`src/rtl/game_ctrl.sv`:
```
// game_ctrl: top-level game sequencer for the player sprite datapath.
//   Runs the IDLE/PLAY/SCROLL/OVER flow. Holds the sprite in reset outside
//   play. Turns a climb above the scroll line into per-frame world-scroll
//   pulses. Accumulates the current score and the best score.
//   Optional feature macro: GAME_CTRL_PAUSE_EN adds a PAUSE state that is
//   toggled by the P key.
// Ports:
//   Clk            system clock
//   Reset          async active-high reset
//   frame_clk_edge frame clock edge code, 2'b01 = frame tick
//   keycode        current keyboard scancode (0 = none)
//   doodle_y       sprite top-left Y, unsigned pixels
//   state          game state code (IDLE 00, PLAY 01, SCROLL 02, OVER 03, PAUSE 04)
//   doodle_rst     holds the sprite at spawn while high
//   scroll_px      scroll amount, valid with scroll_valid
//   scroll_valid   one-Clk pulse, world shifts down by scroll_px
//   score          current score (pixels climbed)
//   best           best score since reset
module game_ctrl #(
  parameter int H           = 480,
  parameter int SCROLL_LINE = 160,
  parameter int DEATH_Y     = 446,
  parameter int SCROLL_MAX  = 8,
  parameter int OVER_HOLD   = 120,
  parameter int SCORE_W     = 16
) (
  input  logic               Clk,
  input  logic               Reset,
  input  logic [1:0]         frame_clk_edge,
  input  logic [7:0]         keycode,
  input  logic [9:0]         doodle_y,
  output logic [7:0]         state,
  output logic               doodle_rst,
  output logic [3:0]         scroll_px,
  output logic               scroll_valid,
  output logic [SCORE_W-1:0] score,
  output logic [SCORE_W-1:0] best
);

  // The death line is clamped to the last on-screen row.
  localparam logic [9:0] DEATH_V  = 10'((DEATH_Y < H) ? DEATH_Y : H - 1);
  localparam logic [9:0] LINE_V   = 10'(SCROLL_LINE);
  localparam logic [9:0] SMAX_V   = 10'(SCROLL_MAX);
  localparam logic [7:0] HOLD_V   = 8'(OVER_HOLD);
  localparam logic [7:0] KEY_SPC  = 8'h2C;
`ifdef GAME_CTRL_PAUSE_EN
  localparam logic [7:0] KEY_P    = 8'h13;
`endif

  typedef enum logic [7:0] {
    S_IDLE   = 8'h00,
    S_PLAY   = 8'h01,
    S_SCROLL = 8'h02,
`ifdef GAME_CTRL_PAUSE_EN
    S_PAUSE  = 8'h04,
`endif
    S_OVER   = 8'h03
  } state_t;

  state_t             state_q, state_n;
  logic [9:0]         pending_q, pending_n;
  logic [SCORE_W-1:0] score_q, score_n;
  logic [SCORE_W-1:0] best_q, best_n;
  logic [7:0]         hold_q, hold_n;
  logic [3:0]         px_q, px_n;
  logic               sv_q, sv_n;
  logic               rst_q, rst_n;

  logic               tick;
  logic               dead;
  logic               space;
  logic               enter_over;
  logic [9:0]         step;
  logic [SCORE_W:0]   sum;

`ifdef GAME_CTRL_PAUSE_EN
  state_t             ret_q, ret_n;
  logic [7:0]         prev_key_q, prev_key_n;
  logic               p_press;
`endif

  assign tick  = (frame_clk_edge == 2'b01);
  assign dead  = (doodle_y >= DEATH_V);
  assign space = (keycode == KEY_SPC);
  assign step  = (pending_q > SMAX_V) ? SMAX_V : pending_q;
  assign sum   = {1'b0, score_q} + {{(SCORE_W-9){1'b0}}, step};

`ifdef GAME_CTRL_PAUSE_EN
  assign p_press = tick && (keycode == KEY_P) && (prev_key_q != KEY_P);
`endif

  always_ff @(posedge Clk or posedge Reset) begin
    if (Reset) begin
      state_q    <= S_IDLE;
      pending_q  <= '0;
      score_q    <= '0;
      best_q     <= '0;
      hold_q     <= '0;
      px_q       <= '0;
      sv_q       <= 1'b0;
      rst_q      <= 1'b1;
`ifdef GAME_CTRL_PAUSE_EN
      ret_q      <= S_PLAY;
      prev_key_q <= '0;
`endif
    end else begin
      state_q    <= state_n;
      pending_q  <= pending_n;
      score_q    <= score_n;
      best_q     <= best_n;
      hold_q     <= hold_n;
      px_q       <= px_n;
      sv_q       <= sv_n;
      rst_q      <= rst_n;
`ifdef GAME_CTRL_PAUSE_EN
      ret_q      <= ret_n;
      prev_key_q <= prev_key_n;
`endif
    end
  end

  always_comb begin
    state_n    = state_q;
    pending_n  = pending_q;
    score_n    = score_q;
    best_n     = best_q;
    hold_n     = hold_q;
    px_n       = px_q;
    sv_n       = 1'b0;
    enter_over = 1'b0;
`ifdef GAME_CTRL_PAUSE_EN
    ret_n      = ret_q;
    prev_key_n = tick ? keycode : prev_key_q;
`endif

    if (tick) begin
`ifdef GAME_CTRL_PAUSE_EN
      if (p_press && (state_q == S_PLAY || state_q == S_SCROLL)) begin
        ret_n   = state_q;
        state_n = S_PAUSE;
      end else if (p_press && state_q == S_PAUSE) begin
        state_n = ret_q;
      end else
`endif
      begin
        case (state_q)
          S_IDLE: begin
            if (space) begin
              state_n   = S_PLAY;
              score_n   = '0;
              pending_n = '0;
            end
          end
          S_PLAY: begin
            if (dead) begin
              enter_over = 1'b1;
            end else if (doodle_y < LINE_V) begin
              state_n   = S_SCROLL;
              pending_n = LINE_V - doodle_y;
            end
          end
          S_SCROLL: begin
            if (dead) begin
              enter_over = 1'b1;
            // Back-to-back ticks must not produce back-to-back pulses.
            end else if (!sv_q) begin
              sv_n      = 1'b1;
              px_n      = step[3:0];
              pending_n = pending_q - step;
              score_n   = sum[SCORE_W] ? '1 : sum[SCORE_W-1:0];
              if (pending_q == step)
                state_n = S_PLAY;
            end
          end
          S_OVER: begin
            if (hold_q != 8'd0)
              hold_n = hold_q - 8'd1;
            else if (space)
              state_n = S_IDLE;
          end
          default: ;
        endcase
      end
    end

    if (enter_over) begin
      state_n = S_OVER;
      hold_n  = HOLD_V;
      if (score_q > best_q)
        best_n = score_q;
    end

    rst_n = (state_n == S_IDLE) || (state_n == S_OVER);
  end

  assign state        = state_q;
  assign doodle_rst   = rst_q;
  assign scroll_px    = px_q;
  assign scroll_valid = sv_q;
  assign score        = score_q;
  assign best         = best_q;

endmodule

```
`config.mk`:
```
export PLATFORM = sky130hd
export DESIGN_NAME = game_ctrl
export DESIGN_NICKNAME = d
export VERILOG_FILES = /design/src/rtl/game_ctrl.sv
export SDC_FILE = /design/constraint.sdc
export NUM_CORES = 1
export LEC_CHECK = 0
export CAP_MARGIN = 30
export CORE_UTILIZATION = 54
export DETAILED_ROUTE_END_ITERATION = 8
export PLACE_DENSITY = 0.81
export SLEW_MARGIN = 15
export SYNTH_ARGS = -nofsm -noshare
export SYNTH_HDL_FRONTEND = slang
export SYNTH_SLANG_ARGS = --single-unit
```
`constraint.sdc`:
```
create_clock -name Clk -period 3.9 [get_ports Clk]
set_input_delay 0.585 -clock Clk [delete_from_list [all_inputs] [get_ports Clk]]
set_output_delay 0.585 -clock Clk [all_outputs]
set_load 0.1 [all_outputs]
```
==> results of run 1 <==
## power breakdown
group	switching (W)	internal (W)	total, W	leakage, nW
logic	0.00158	0.000724	0.00231	1.29
registers	0.000220	0.000853	0.00107	0.825
clock network	0.000253	0.000266	0.000519	0.0877
## registers in the layout, summed over array words and instances, names as in the netlist
| signal | cells |
|---|---|
| best | 16 |
| doodle_rst | 1 |
| hold_q | 8 |
| pending_q | 10 |
| score | 16 |
| scroll_px | 4 |
| scroll_valid | 1 |
| state | 8 |
## how the worst max path moves through the flow
stage                 start         to  slack, ns
5_1_grt        pending_q[6]   score[2]       0.03
2_1_floorplan      score[0]  score[13]       0.56
6_report       pending_q[1]   score[2]       0.29
3_3_place_gp   pending_q[6]   score[2]       0.30
3_5_place_dp   pending_q[6]   score[2]       0.16
4_1_cts        pending_q[6]   score[2]       0.13
## kinds of logic (layout without fill, tap and decap cells)
| kind of cell | Yosys count | in the layout | synth area share |
|---|---|---|---|
| buffers and inverters | 53 | 126 | 0.0549 |
| multiplexers | 18 | 18 | 0.0558 |
| flip-flops | 64 | 64 | 0.397 |
| adder cells (fa/ha/maj) | 31 | 31 | 0.0980 |
| XOR/XNOR | 19 | 19 | 0.0413 |
| AND/OR/NAND/NOR | 123 | 123 | 0.160 |
| AO/OA/AOI/OAI | 116 | 116 | 0.191 |
| other | 2 | 7 | 0.00186 |
## layer usage
| layer | vias to the layer above | wire [um] |
|---|---|---|
| met5 | - | 0 |
| met4 | 0 | 97 |
| met3 | 14 | 485 |
| met2 | 130 | 4680 |
| met1 | 1652 | 4020 |
| li1 | 1662 | - |
## placed cells by master, fill, tap and decap left out, types with 4 or more instances in the layout
master,instances
mux2_4,7
dfrtp_1,63
a31oi_1,5
nor2b_1,5
o211ai_1,11
inv_1,36
nand3_1,10
a21o_1,7
o21a_1,4
clkbuf_8,11
clkdlybuf4s50_1,67
buf_4,4
a21oi_1,21
nand2b_1,4
nor3_1,10
mux2_2,8
nand2_1,30
clkbuf_1,4
nand4_1,6
ha_1,30
xnor2_1,13
o21ai_0,36
nor2_1,28
a22oi_1,6
and2_1,4
or3_1,6
xor2_1,6
conb_1,7
## area by class of cell
type	count	area share
timing repair buffer	72	0.144
clock inverter	1	0.000999
inverter	38	0.0285
clock buffer	15	0.0332
tap	99	0.0247
sequential	64	0.320
multi-input combinational	314	0.449
## per-stage QoR
stage               hold slack (ns)  std cells   util
finish                        0.407        603  0.691
detailed placement            0.392        586  0.661
floorplan                     0.459        431      -
CTS                           0.408        602  0.685
global route                  0.424        603  0.691
global placement              0.392        586  0.661
==> impl_metrics.toml, run 1 <==
[critical_path]
end_kind = "register"
worstRegToRegCells = 13
cp_slowest_cell = "or3b_2"
crit_buf_inv = 1
rr_startpoint = "pending_q[1]"
cp_top_family = "compound AO/OA/AOI/OAI gates"
crit_path_start_kind = "register"
path_depth = 13
arrival_ns = 3.83
worstPathCellList = "o31ai_1, and3_1, and2_1, ha_1, inv_1, fa_1, nor2b_1, o21ai_0, a21oi_1, o41ai_2, o22ai_2, or3b_2, o311ai_0"
rr_endpoint = "score[2]"
critPathKind = "reg2reg"
cpPeakStageDelay_ns = 0.62
cp_max_fo = 12
r2r_slack_ns = 0.29
worstPathRequired_ns = 4.12

[timing]
max-slew-margin-rel = 0.336
skew_ns = 0.00905
maxSlewViolCount = 0
setup-violations-final = 0
tns_ns = 0
tightest_slew_ns = 0.993
rsz0062_at_grt = "false"
hold_violations = 0
final.period_utilization = 0.926
setup_slack_ns = 0.288
max_freq_mhz = 277
period_minus_slack_ns = 3.61

[global_route]
grt_pass1_vias = 3222
antenna_found_initial = 0
grt_max_degree = 47
use_met2 = 0.431
grt_pass1_wl_um = 15000
busiest_layer = "met2"
grt_usage = 0.248
grt_overflow = 0
use_met1 = 0.306
grt.met3_usage = 0.0541

[finish]
seq_area_mm2 = 0.00160
post-route-cell-area_mm2 = 0.00501
drive_gt1_frac = 0.0893
nFillCells = 569
fin_nets = 552
multi_input_area_mm2 = 0.00225
area_growth_syn_to_layout_pct = 24.2
diodes = 0

[floorplan]
ios = 68
rows = 31
die_w_um = 88.4
fp.dieH_um = 88.4
core_mm2 = 0.00725
start_util = 0.556
die-area_mm2 = 0.00782

[cts]
post_cts_buffers = 0
clk_latency_ns = 0.34
cts_sinks = 64
path_clk_slew_ns = 0.07
cts_tree = "done"
cts_resized = 0
root_buffer = "clkbuf_8"
cts_max_level = 3
ctsHoldBuffers = 0
cts_buffers = 9
clk_path_buf_depth = 2

[flow_run]
maxCapViolations = 0

[status]
status = "complete, no violations"

[route]
wl_per_cell_um = 15.4
num_vias = 3458
dr.first_iter.drc_count = 224
via_per_inst = 5.73
firstDrtPassIters = 5
totalWireLength_um = 9280
drc = 0
antenna_left = 0

[synth]
syn_area_mm2 = 0.00403
avgSynthCellArea_um2 = 9.47
netlist_instances = 426
async_flop_share = 1.00
yosysTopAreaCell = "dfrtp_1"
yosysMostFrequentCell = "dfrtp_1"
synth_area_leaders = "dfrtp_1, ha_1, o21ai_0"
synth_top_area_frac = 0.391
synthFlopType = "dfrtp_1"
synth-edff-count = 0
synth_cell_types = 64
ys_seq_area_frac = 0.397
ys_ff_latch = 64
yosys_warnings = 0
synthTopCellsByCount = "dfrtp_1, inv_1, o21ai_0"

[place]
place_congestion = 0.903
dp_hpwl_um = 6820
dpl-instance-area_mm2 = 0.00480
place_worst_setup_slack_ns = 0.161
numPortBuffers = 67

[hold_path]
hp-start = "state[7]"
hold_path.class = "reg2reg"
holdPathEnd = "state[7]"
holdPathStages = 0

[power_and_ir_drop]
finalPower_w = 0.00390
leakagePower_nw = 2.20
peakVddDrop_uv = 355
p_per_area_mw_per_mm2 = 778
(Power assumes the default switching activity.)
==> run 2, diff against run 1 <==
==> constraint.sdc (replaced) <==
create_clock -name Clk -period 3.9 [get_ports Clk]
set_input_delay 1.17 -clock Clk [delete_from_list [all_inputs] [get_ports Clk]]
set_output_delay 1.17 -clock Clk [all_outputs]
set_load 0.1 [all_outputs]
==> run 2 against run 1 <==
Core utilization decreased by 1.2 points. Combinational power fell by 2%. Non-clock buffer count up 7. Setup slack gained 0.11 ns. Worst hold slack got worse by 0.0012 ns. Wire length fell by 4.4%. Critical path depth is 1 higher. Sequential share of layout area rose by 0.57 points. First-iteration DRC count rose by 11%. Cell count rose by 1.0%. Via count shrank 0.43%. Cell area down 1.7%. Critical path type unchanged. Largest cell class unchanged.
==> impl_metrics.toml, run 2 (synthesis results as in run 1) <==
[flow_run]
maxCapViolations = 0

[critical_path]
worstPathRequired_ns = 4.13
cpPeakStageDelay_ns = 0.61
critPathKind = "reg2reg"
arrival_ns = 3.72
cp_max_fo = 12
crit_path_start_kind = "register"
worstPathCellList = "o31ai_1, and3_1, and2_1, ha_1, inv_1, fa_1, nor2b_1, o21ai_0, a21oi_1, o41ai_1, buf_4, o22ai_1, or3b_2, o311ai_0"
cp_slowest_cell = "or3b_2"
r2r_slack_ns = 0.40
end_kind = "register"

[global_route]
grt_max_degree = 31
grt_usage = 0.255
grt_overflow = 0
grt_pass1_wl_um = 15300
grt_pass1_vias = 3345
antenna_found_initial = 0

[timing]
max-slew-margin-rel = 0.557
rsz0062_at_grt = "false"
setup-violations-final = 0
hold_violations = 0
period_minus_slack_ns = 3.50
tightest_slew_ns = 0.662
max_freq_mhz = 286
skew_ns = 0.0115
final.period_utilization = 0.897
tns_ns = 0
maxSlewViolCount = 0

[route]
num_vias = 3443
wl_per_cell_um = 14.6
via_per_inst = 5.65
dr.first_iter.drc_count = 248
firstDrtPassIters = 7
totalWireLength_um = 8880
drc = 0
antenna_left = 0

[status]
status = "complete, no violations"

[floorplan]
start_util = 0.556
die_w_um = 88.4
ios = 68
die-area_mm2 = 0.00782
rows = 31
fp.dieH_um = 88.4
core_mm2 = 0.00725

[cts]
ctsHoldBuffers = 0
clk_latency_ns = 0.35
cts_buffers = 9
cts_sinks = 64
root_buffer = "clkbuf_8"
clk_path_buf_depth = 2
cts_max_level = 3
post_cts_buffers = 0
path_clk_slew_ns = 0.07
cts_tree = "done"

[power_and_ir_drop]
p_per_area_mw_per_mm2 = 785
leakagePower_nw = 2.30
peakVddDrop_uv = 430

[finish]
area_growth_syn_to_layout_pct = 22.0
drive_gt1_frac = 0.192
diodes = 0
final_common_cell = "dfrtp_1"
final_cell_mix = "dfrtp_1, buf_4, inv_1, o21ai_0"
postLayoutCoreUtil = 0.678
fin_nets = 559

[place]
place_congestion = 0.935
dp_hpwl_um = 6730
numPortBuffers = 67

[hold_path]
hold_path.class = "reg2reg"
[run 2: worst paths after layout]
path	cells past startpoint	endpoint	startpoint
max	14	score[2]	pending_q[1]
max in group asynchronous	3	score[3]	Reset
min reg2reg	0	state[6]	state[6]
min	0	state[6]	state[6]
min in group asynchronous	2	hold_q[5]	Reset
max reg2reg	14	score[2]	pending_q[1]
[run 2: critical path, delay by kind of cell (launching register included)]
| family | cells | cell delay [ns] |
|---|---|---|
| adders and majority gates | 2 | 0.53 |
| buffers and inverters | 2 | 0.19 |
| DFF | 1 | 0.44 |
| AOI/OAI and AO/OA | 6 | 1.06 |
| and+or+nand+nor | 4 | 1.15 |
[run 2: where the power goes]
group / internal (W) / switching [W]
Sequential: 0.000853 / 0.000224
Clock: 0.000260 / 0.000253
Combinational: 0.000696 / 0.00158
Total: 0.00181 / 0.00205
[run 2: what timing repair did]
action | CTS | global route
gates resized for setup | 0 | 1
setup endpoints to repair | 0 | 1
hold endpoints to repair | 0 | 0
[run 2: area by class of cell]
cell class | instances | area, um^2
timing repair buffer | 79 | 646
tap | 99 | 124
clock buffer | 12 | 155
fill | 604 | 2330
sequential | 64 | 1600
multi-input combinational | 314 | 2230
clock inverter | 3 | 17.5
inverter | 38 | 143
[run 2: per-stage QoR]
stage          setup slack (ns)  hold slack, ns  cells  cell area (um^2)  total power [W]
2_1_floorplan             0.557           0.459    431              4050          0.00284
3_3_place_gp              0.317           0.398    594              4740          0.00329
3_5_place_dp              0.286           0.398    594              4740          0.00334
4_1_cts                   0.361           0.415    609              4910          0.00386
5_1_grt                  0.0661           0.436    609              4920          0.00414
6_report                  0.403           0.406    609              4920          0.00386
[run 2: metal layers]
layer	vias to the layer above	GRT usage	routed length, um
met5	-	0	0
met4	0	0.113	235
met3	19	0.0606	411
met2	102	0.420	4290
met1	1644	0.318	3940
li1	1678	-	-
